**src/rtl/three_input_debouncer_pkg.sv**
```systemverilog
// Shared definitions for the three-input debouncer: per-channel FSM states
// and the default debounce length.
package three_input_debouncer_pkg;

  typedef enum logic [1:0] {
    S_LOW       = 2'd0,
    S_WAIT_HIGH = 2'd1,
    S_HIGH      = 2'd2,
    S_WAIT_LOW  = 2'd3
  } state_t;

  localparam int DEFAULT_DEBOUNCE_CYCLES = 4;

endpackage

```
**src/rtl/three_input_debouncer_debounce_channel.sv**
```systemverilog
// One debounce channel: two-flop synchronizer, debounce FSM with counter,
// registered level output and registered rising-edge pulse.
module debounce_channel
  import three_input_debouncer_pkg::*;
#(
  parameter int DEBOUNCE_CYCLES = DEFAULT_DEBOUNCE_CYCLES
) (
  input  logic clk,
  input  logic rst,
  input  logic din,
  output logic level,
  output logic rise
);

  localparam int CNT_W = $clog2(DEBOUNCE_CYCLES);
  localparam logic [CNT_W-1:0] CNT_LAST = CNT_W'(DEBOUNCE_CYCLES - 1);
  localparam logic [CNT_W-1:0] CNT_ONE  = CNT_W'(1);

  logic             sync1;
  logic             sync2;
  state_t           state;
  state_t           state_next;
  logic [CNT_W-1:0] cnt;
  logic [CNT_W-1:0] cnt_next;
  logic             level_next;
  logic             rise_next;

  // din is asynchronous; only sync1 may sample it.
  always_ff @(posedge clk) begin
    if (rst) begin
      sync1 <= 1'b0;
      sync2 <= 1'b0;
    end else begin
      sync1 <= din;
      sync2 <= sync1;
    end
  end

  always_ff @(posedge clk) begin
    if (rst) begin
      state <= S_LOW;
      cnt   <= '0;
      level <= 1'b0;
      rise  <= 1'b0;
    end else begin
      state <= state_next;
      cnt   <= cnt_next;
      level <= level_next;
      rise  <= rise_next;
    end
  end

  always_comb begin
    state_next = state;
    cnt_next   = cnt;
    case (state)
      S_LOW: begin
        if (sync2) begin
          state_next = S_WAIT_HIGH;
          cnt_next   = CNT_ONE;
        end
      end
      S_WAIT_HIGH: begin
        if (!sync2) begin
          state_next = S_LOW;
          cnt_next   = '0;
        end else if (cnt == CNT_LAST) begin
          state_next = S_HIGH;
          cnt_next   = '0;
        end else begin
          cnt_next = cnt + CNT_ONE;
        end
      end
      S_HIGH: begin
        if (!sync2) begin
          state_next = S_WAIT_LOW;
          cnt_next   = CNT_ONE;
        end
      end
      S_WAIT_LOW: begin
        if (sync2) begin
          state_next = S_HIGH;
          cnt_next   = '0;
        end else if (cnt == CNT_LAST) begin
          state_next = S_LOW;
          cnt_next   = '0;
        end else begin
          cnt_next = cnt + CNT_ONE;
        end
      end
      default: begin
        state_next = S_LOW;
        cnt_next   = '0;
      end
    endcase
  end

  // Outputs are decoded from the next state so they register on the same
  // edge the FSM commits, without a path from sync2 to the ports.
  always_comb begin
    level_next = (state_next == S_HIGH) || (state_next == S_WAIT_LOW);
    rise_next  = (state_next == S_HIGH) && (state == S_WAIT_HIGH);
  end

endmodule

```
**src/rtl/three_input_debouncer.sv**
```systemverilog
// Three independent debounce channels turning raw board inputs into clean
// levels a/b/c for the OR stage, plus per-channel press pulses.
module three_input_debouncer
  import three_input_debouncer_pkg::*;
#(
  parameter int DEBOUNCE_CYCLES = DEFAULT_DEBOUNCE_CYCLES
) (
  input  logic       clk,
  input  logic       rst,
  input  logic [2:0] btn_raw,
  output logic       a,
  output logic       b,
  output logic       c,
  output logic [2:0] rise
);

  debounce_channel #(.DEBOUNCE_CYCLES(DEBOUNCE_CYCLES)) u_chan_a (
    .clk   (clk),
    .rst   (rst),
    .din   (btn_raw[0]),
    .level (a),
    .rise  (rise[0])
  );

  debounce_channel #(.DEBOUNCE_CYCLES(DEBOUNCE_CYCLES)) u_chan_b (
    .clk   (clk),
    .rst   (rst),
    .din   (btn_raw[1]),
    .level (b),
    .rise  (rise[1])
  );

  debounce_channel #(.DEBOUNCE_CYCLES(DEBOUNCE_CYCLES)) u_chan_c (
    .clk   (clk),
    .rst   (rst),
    .din   (btn_raw[2]),
    .level (c),
    .rise  (rise[2])
  );

endmodule

```
**config.mk**
```make
export PLATFORM = sky130hd
export DESIGN_NAME = three_input_debouncer
export DESIGN_NICKNAME = d
export VERILOG_FILES = /design/src/rtl/three_input_debouncer_pkg.sv /design/src/rtl/three_input_debouncer_debounce_channel.sv /design/src/rtl/three_input_debouncer.sv
export SDC_FILE = /design/constraint.sdc
export NUM_CORES = 1
export LEC_CHECK = 0
export ABC_AREA = 1
export CORE_UTILIZATION = 50
export CTS_BUF_LIST = sky130_fd_sc_hd__clkbuf_4
export DETAILED_ROUTE_END_ITERATION = 10
export PLACE_DENSITY = 0.76
export SYNTH_ARGS = -nofsm -noshare
export SYNTH_HDL_FRONTEND = slang
export SYNTH_SLANG_ARGS = --single-unit
```
**constraint.sdc**
```tcl
create_clock -name clk -period 1.1 [get_ports clk]
set_clock_uncertainty 0.15 [all_clocks]
set_input_delay 0.11 -clock clk [delete_from_list [all_inputs] [get_ports clk]]
set_output_delay 0.11 -clock clk [all_outputs]
set_load 0.01 [all_outputs]
```
==> results.json <==
{
  "ff2ff_setup_slack_ps": 20,
  "wirelength_um": 1510,
  "clock_power_share_pct": 29.1,
  "htree_levels": 1,
  "overflow": 0,
  "cts.clk_slew.worst_paths_ps": 110,
  "syn_inst": 117,
  "synthesis.nets": 125,
  "cp-end-kind": "register",
  "cp_num_buf_inv": 0,
  "hpwl_um": 1090,
  "layout.cells.non_filler": 148,
  "hold_viol": 0,
  "drive_gt1_share_pct": 29.5,
  "min_period_ps": 1080,
  "grt_max_degree": 13,
  "worst-setup-path-type": "register to register",
  "cap_violations": 0,
  "dr.first_iter.drc_count": 13,
  "core_region_area_mm2": 0.00158,
  "start_kind": "register",
  "tightest_slew_ps": 246,
  "die_h_um": 44.0,
  "cts_hold_repair.buffers": 0,
  "timing.final.crit_share_pct": 98.4,
  "combPwrFrac_pct": 7.4,
  "ys_seq_area_share_pct": 52.1,
  "post_synth_instance_area_um2": 883,
  "routabilityCongestion": 0.756,
  "slowest_delay_ps": 370,
  "ys_async_sr_fraction_pct": 0,
  "ir_drop_v": 0.000935,
  "clock-sinks": 23,
  "ys_warn_count": 0,
  "slew_viol_final": 0,
  "dpl_cell_area_mm2": 0.00101,
  "crit_chain": "ha_4 -> nand2_4 -> a21oi_2 -> o21a_1",
  "routed_via_density": 4.78,
  "setup_viol": 0,
  "hold_class": "input pin to register",
  "synth_xor_area_share_pct": 0,
  "grt_pass1_vias": 595,
  "clockRootBuffer": "clkbuf_4",
  "antenna_found_initial": 0,
  "synth-compound-area-share_pct": 5.52,
  "synth_top_area_share_pct": 52.1,
  "synth_seq_cells": 23,
  "insertion_delay_ps": 310,
  "netlist_top_cells_count": "nand2_1 (27), nor2_1 (24), dfxtp_1 (23)",
  "crit_arrival_ps": 1190,
  "grtUsageTotal_pct": 15.6,
  "drc": 0,
  "synth.area.mux_share_pct": 0,
  "ant_nets": 0,
  "synth-edff-count": 0,
  "netSwitchingFraction_pct": 22.7,
  "grt_pass1_wl_um": 2280,
  "nets": 141,
  "synth_fa_ha_area_share_pct": 4.25,
  "start_util_pct": 56.0,
  "internal_power_mw": 1.08,
  "synth_ff_type": "dfxtp_1",
  "fin_area_mm2": 0.00110,
  "power_frac_seq_pct": 63.5,
  "dr.pass1.iters": 4,
  "yosys.area.top_type": "dfxtp_1",
  "synth_top_family_by_area": "simple AND/OR/NAND/NOR gates",
  "cts_tree": "yes",
  "critPathMaxFanout": 4,
  "crit_slowest_cell": "dfxtp_2",
  "cp_top_family": "flip-flops",
  "ios": 11,
  "n_antenna_cell": 0,
  "numCtsBuffers": 3,
  "fillCellCount": 126,
  "synthTopCellsByArea": "dfxtp_1 (52%), nand2_1 (11%), nor2_1 (10%), inv_1 (8.5%), ha_1 (4.2%)",
  "row_count": 14,
  "dp_cells": 144,
  "pwr_density_cell_mw_per_mm2": 1270,
  "wl_per_cell_um": 10.2,
  "die_x_um": 44.0,
  "vias": 708,
  "yosysMostFrequentCell": "nand2_1",
  "io_buffer_count": 10,
  "slew_headroom_pct": 83.6,
  "syn_area_per_cell_um2": 7.55,
  "required_ps": 1210,
  "dieArea_mm2": 0.00194,
  "switching_power_mw": 0.316,
  "synthDistinctLibCells": 16,
  "max_freq_mhz": 924,
  "rsz0062_at_grt": "true",
  "outcome": "completed",
  "clockBufferDepth": 2,
  "p_leak_nw": 0.531,
  "area_growth_pct": 24.6,
  "synth-simple-area-share_pct": 26.1
}
[final cells by class]
type	instances	area, um2	area share, %
Sequential cell	23	469	42.6
Multi-Input combinational cell	69	392	35.6
Timing Repair Buffer	15	111	10.1
Inverter	21	78.8	7.16
Clock buffer	4	30.0	2.73
Tap cell	16	20.0	1.82
[flip-flops by register name (all words and copies together) (netlist names), 2 cells and up]
register,cells
u_chan_b.cnt,2
u_chan_c.cnt,2
u_chan_a.state,2
u_chan_a.cnt,2
u_chan_c.state,2
u_chan_b.state,2
[path summary, 6_finish.rpt]
check,to,cells after the start,startpoint
hold reg to reg,u_chan_b.sync2$_SDFF_PP0_,2,u_chan_b.sync1$_SDFF_PP0_
setup reg to reg,u_chan_b.level$_SDFF_PP0_,4,u_chan_b.cnt[0]$_SDFFE_PP0P_
hold / removal,u_chan_b.sync1$_SDFF_PP0_,3,btn_raw[1]
setup / recovery,u_chan_b.level$_SDFF_PP0_,4,u_chan_b.cnt[0]$_SDFFE_PP0P_
[per-layer routing]
metal	share of wire, %	track usage, %	vias to the layer above
li1	-	-	378
met1	47	19.5	309
met2	47	26.2	14
met3	3.1	2.45	7
met4	2.8	7.27	0
met5	0	0	-
[what timing repair did]
item / in CTS / in global routing
pin swaps: 1 / 6
resized for setup: 33 / 18
hold endpoints to repair: 0 / 0
buffers inserted: 1 / 0
setup endpoints to repair: 13 / 12
[worst min-delay path, delay by kind of cell]
kind                   cells  cell delay, ps
buffers and inverters      2             440
and+or+nand+nor            1              30
[logic make-up after synthesis]
family / count (synthesis)
buf+inv: 25
flops: 23
fa+ha+maj: 3
simple gates: 58
compound gates: 8
[layout by cell type, fill, tap and decap left out, types with 3 or more instances in the layout]
cell,netlist,routed
dfxtp_1,23,16
nand2_2,1,4
dfxtp_2,0,7
inv_2,1,3
clkdlybuf4s50_1,0,4
ha_4,0,3
buf_4,3,4
inv_1,20,18
nor2_1,24,23
buf_2,1,6
clkbuf_4,0,4
nand2_1,27,22
[stage by stage]
| step | setup WS, ps | power, mW | setup TNS [ps] | utilization [%] | hold slack (ps) |
|---|---|---|---|---|---|
| 6_report | 17.7 | 1.39 | 0 | 69.8 | 155 |
| 3_3_place_gp | -102 | 0.979 | -542 | 64.3 | 244 |
| 5_1_grt | -24.6 | 1.44 | -162 | 69.8 | 188 |
| 2_1_floorplan | 30.1 | 0.944 | 0 | - | 39.3 |
| 4_1_cts | 2.14 | 1.38 | 0 | 67.1 | 160 |
| 3_5_place_dp | -163 | 0.984 | -916 | 64.3 | 242 |
[power by group through the flow]
stage          logic (mW)  clock network (mW)  registers (mW)
6_report            0.104               0.405           0.884
3_5_place_dp       0.0903                   0           0.894
5_1_grt             0.120               0.435           0.887
3_3_place_gp       0.0867                   0           0.892
2_1_floorplan      0.0548                   0           0.890
4_1_cts            0.0941               0.405           0.879
No activity file was read; power rests on OpenSTA's default activity.
==> RTL change 1 (same flow settings) <==
Encoding of `state_t`: now one-hot (4 bits for 4 states).
--- a/src/rtl/three_input_debouncer_pkg.sv
+++ b/src/rtl/three_input_debouncer_pkg.sv
@@ -2,11 +2,11 @@
 // and the default debounce length.
 package three_input_debouncer_pkg;
 
-  typedef enum logic [1:0] {
-    S_LOW       = 2'd0,
-    S_WAIT_HIGH = 2'd1,
-    S_HIGH      = 2'd2,
-    S_WAIT_LOW  = 2'd3
+  typedef enum logic [3:0] {
+    S_LOW       = 4'b0001,
+    S_WAIT_HIGH = 4'b0010,
+    S_HIGH      = 4'b0100,
+    S_WAIT_LOW  = 4'b1000
   } state_t;
 
   localparam int DEFAULT_DEBOUNCE_CYCLES = 4;
Function: no difference found for any inputs over 10 cycles, from zero or initial values and one cycle with rst high; not proved beyond that.
==> RTL change 1 against the original RTL <==
The flow now finishes with violations (setup timing); global-route usage grew 8.5 points; sequential cell count grew 7; sequential share of layout area shrank 17 points; core utilization grew 12 points; clock power grew to 2.8 times the old value; synthesized area grew 79%; setup slack lost 0.28 ns; routed wire length grew to 3.2 times the old value; cell area grew 120%; via count grew 150%; maximum frequency shrank 21%; sequential power grew 30%; total power grew 91%; critical endpoint is now u_chan_c.state[2].
==> RTL change 1: results (changes against the original RTL) <==
| Metric | Value |
|---|---|
| Status | `complete, but fails checks` |
| Failing checks | `setup timing` |
| Number of global-route vias before repair | `1479 (+150%)` |
| Placement Cell Area | `1950 µm² (+92%)` |
| CTS Buf Count | `5 (+2)` |
| Routed wire length | `4790 µm (+220%)` |
| Worst skew pair latency | `0.35 ns (+0.04 ns)` |
| Final TNS setup | `-3.85 ns (-3.85 ns)` |
| GRT Util Overall | `0.241 (+0.0849)` |
| Most frequent cells after synthesis | `nand2_1, nor2_1, dfxtp_1` |
| Top cells by area, synth | `dfxtp_1, nand2_1, nor2_1` |
| Share of layout cells above drive strength 1 | `0.569 (+0.274)` |
| Htree depth | `2 (+1)` |
| Worst ir drop on vdd | `0.00124 V (+33%)` |
| Final nets | `297 (+110%)` |
| Final setup viols | `24 (+24)` |
| Relative slew slack | `0.805 (-0.0305)` |
| Final Wtd Congestion | `0.899 (+19%)` |
| Final setup margin | `-0.263 ns (-0.280 ns)` |
| Syn_nets | `250 (+100%)` |
| Dpl hpwl | `2340 µm (+120%)` |
| Post-synthesis sequential area ratio | `0.379 (-0.142)` |
| Largest net degree at the start of global routing | `12 (-1)` |
| Drt first pass iters | `6 (+2)` |
| Internal Power | `1980 µW (+84%)` |
| First-pass GRT wire length | `6180 µm (+170%)` |
## RTL change 1: changes by cell type in the layout (fill, tap and decap cells not counted), moves of 8 or more
cell     delta
nand2_2    +16
nand3_1     +9
nor2_4     +13
buf_6       +9
dfxtp_2     +9
nand2_1    +12
buf_4      +23
dfxtp_1     -8
nand2_4     +9
## RTL change 1: layer usage
metal,track usage,share of wire,vias to the layer above
li1,-,-,848
met1,0.278,0.42,811
met2,0.412,0.50,65
met3,0.0513,0.052,21
met4,0.133,0.037,0
met5,0,0,-
## RTL change 1: worst paths after layout
check                  start                end  slack, ns  cells past startpoint
max          u_chan_c.cnt[1]  u_chan_c.state[2]      -0.26                      5
min               btn_raw[2]     u_chan_c.sync1       0.10                      3
max reg2reg  u_chan_c.cnt[1]  u_chan_c.state[2]      -0.26                      5
min reg2reg   u_chan_b.sync1     u_chan_b.sync2       0.26                      2
## RTL change 1: area by class of cell
| cell class | instances | area share |
|---|---|---|
| clock inverters | 3 | 0.0258 |
| multi-input cells | 166 | 0.449 |
| flip-flops and latches | 30 | 0.260 |
| clock buffers | 5 | 0.0152 |
| inverters | 39 | 0.0723 |
| well taps | 44 | 0.0223 |
| repair buffers | 47 | 0.156 |
## RTL change 1: kinds of logic (layout without fill, tap and decap cells)
logic type / after synthesis / after routing / synth area share
fa+ha+maj: 3 / 3 / 0.0237
buf+inv: 46 / 94 / 0.123
compound gates: 28 / 28 / 0.0940
flops: 30 / 30 / 0.379
simple gates: 135 / 135 / 0.380
## RTL change 1: metrics by stage
stage,instances,total power [µW]
2_1_floorplan,242,1360
3_3_place_gp,311,1450
3_5_place_dp,311,1450
4_1_cts,324,2580
5_1_grt,334,2740
6_report,334,2670
## RTL change 1: what timing repair did
item | in CTS | in global routing
setup buffers | 5 | 12
gates resized for setup | 79 | 56
endpoints found under the setup margin | 30 | 24
pin swaps | 26 | 32
## RTL change 1: power by group through the flow
stage	combinational (µW)	clock, µW	sequential (µW)
4_1_cts	314	1110	1150
5_1_grt	418	1160	1160
3_5_place_dp	276	0	1180
2_1_floorplan	184	0	1170
6_report	382	1130	1150
3_3_place_gp	276	0	1180
## RTL change 1: critical path, stage by stage (launching register included)
cell	delay [ns]
dfxtp_2	0.35
ha_4	0.17
o21ai_1	0.20
nor2_1	0.10
o21ai_0	0.22
inv_1	0.07
==> RTL change 2 (same flow settings) <==
Without the edit above. The package constant `DEFAULT_DEBOUNCE_CYCLES` goes from 4 to 2.
--- a/src/rtl/three_input_debouncer_pkg.sv
+++ b/src/rtl/three_input_debouncer_pkg.sv
@@ -9,7 +9,7 @@
     S_WAIT_LOW  = 2'd3
   } state_t;
 
-  localparam int DEFAULT_DEBOUNCE_CYCLES = 4;
+  localparam int DEFAULT_DEBOUNCE_CYCLES = 2;
 
 endpackage
 
Function: changed (Yosys sat finds a counterexample within 10 cycles, from zero or initial values and one cycle with rst high).
==> RTL change 2 against the original RTL <==
Cell area down 27%; sequential cell count fell by 2; sequential power decreased by 10%; via count down 29%; critical path depth down 3; synthesized area fell by 19%; total power decreased by 10%; synthesized cell count is 26% lower; count of clock-buffer cells in the layout stayed put; routed wire length decreased by 36%; setup slack better by 0.082 ns; core utilization down 8.6 points; final cell count decreased by 24%; critical path type is now reg2out; largest power group unchanged.
==> RTL change 2: results (changes against the original RTL) <==
| Metric | Value |
|---|---|
| Place WS | `-0.205 ns (-0.0411 ns)` |
| Number of global-route vias before repair | `382 (-36%)` |
| Post_cts resized | `24 (-27%)` |
| Fraction of area in multi-input gates | `0.234 (-0.122)` |
| Met2 WL | `429 µm (-39%)` |
| Non-clk bufs | `11 (-4)` |
| Worst ir drop on vdd | `0.000827 V (-12%)` |
| Relative slew slack | `0.834 (-0.00136)` |
| Vias/cell | `4.51 (-5.7%)` |
| Arr. time, crit path | `0.74 ns (-0.45 ns)` |
| Antenna cells | `0 (unchanged)` |
| #MultiIn Comb | `44 (-36%)` |
| Yosys cell types | `14 (-2)` |
| P_clk | `389 µW (-4%)` |
| GRT Util Overall | `0.150 (-0.00604)` |
| Syn_nets | `91 (-27%)` |
| P_comb | `62.5 µW (-40%)` |
| Met2 Resource Use GR | `0.217 (-0.0446)` |
| Final Wtd Congestion | `0.660 (-13%)` |
| Status | `complete, no violations` |
| Gr busiest metal | `met2` |
| Placement Cell Area | `807 µm² (-20%)` |
| Filler cell count | `123 (-2.4%)` |
| Share of layout cells above drive strength 1 | `0.165 (-0.131)` |
| Multi-input logic area | `189 µm² (-52%)` |
| Nonclk inv count | `17 (-19%)` |
| Grt met3 use | `0.0341 (+0.00960)` |
| Metal-1 WL | `452 µm (-36%)` |
| Finished Layout Cells | `112 (-24%)` |
| Post-CTS Setup Inserts | `0 (-1)` |
| Routed wl met3 | `47 µm (+2.2%)` |
| Yosys reg bits | `21 (-8.7%)` |
| Dpl hpwl | `692 µm (-36%)` |
| M1 GR Usage | `0.171 (-0.0240)` |
| Lkg Pwr | `0.000420 µW (-21%)` |
| Internal Power | `979 µW (-9.0%)` |
| Critical path peak fanout | `1 (-3)` |
| Most frequent cells after synthesis | `dfxtp_1, nand2_1, inv_1` |
| Syn Inst Count | `86 (-26%)` |
| CP max stage delay | `0.32 ns (-0.05 ns)` |
| Post-synthesis sequential area ratio | `0.588 (+0.0672)` |
| DR iter-0 viols | `10 (-3)` |
| First-pass GRT wire length | `1470 µm (-35%)` |
| Layout non-clock buf frac | `0.0961 (-0.00501)` |
| Largest net degree at the start of global routing | `12 (-1)` |
| FF/Latch Area | `420 µm² (-10%)` |
| Clock-cell share of area | `0.0372 (+0.00994)` |
## RTL change 2: cell types whose count changed in the layout (fill, tap and decap cells not counted), sizes merged
cell	unedited run	this run
ha	3	0
nor2	24	10
nand3	2	0
o21ai	2	4
nand2	28	23
dfxtp	23	21
buf	11	7
nor3	2	1
inv	21	17
o21a	2	0
## RTL change 2: final timing paths
path / cells after the start / endpoint / slack, ns / from
max: 1 / rise[0] / 0.1 / u_chan_a.rise
min: 3 / u_chan_b.sync1 / 0.16 / btn_raw[1]
max reg2reg: 5 / u_chan_a.cnt / 0.18 / u_chan_a.cnt
min reg2reg: 2 / u_chan_c.sync2 / 0.26 / u_chan_c.sync1
## RTL change 2: cells by family (layout without fill, tap and decap cells)
logic type,after synthesis,in the layout,share of synthesized area
DFF,21,21,0.588
buffers and inverters,21,32,0.147
AOI/OAI and AO/OA,8,8,0.0560
and+or+nand+nor,36,36,0.208
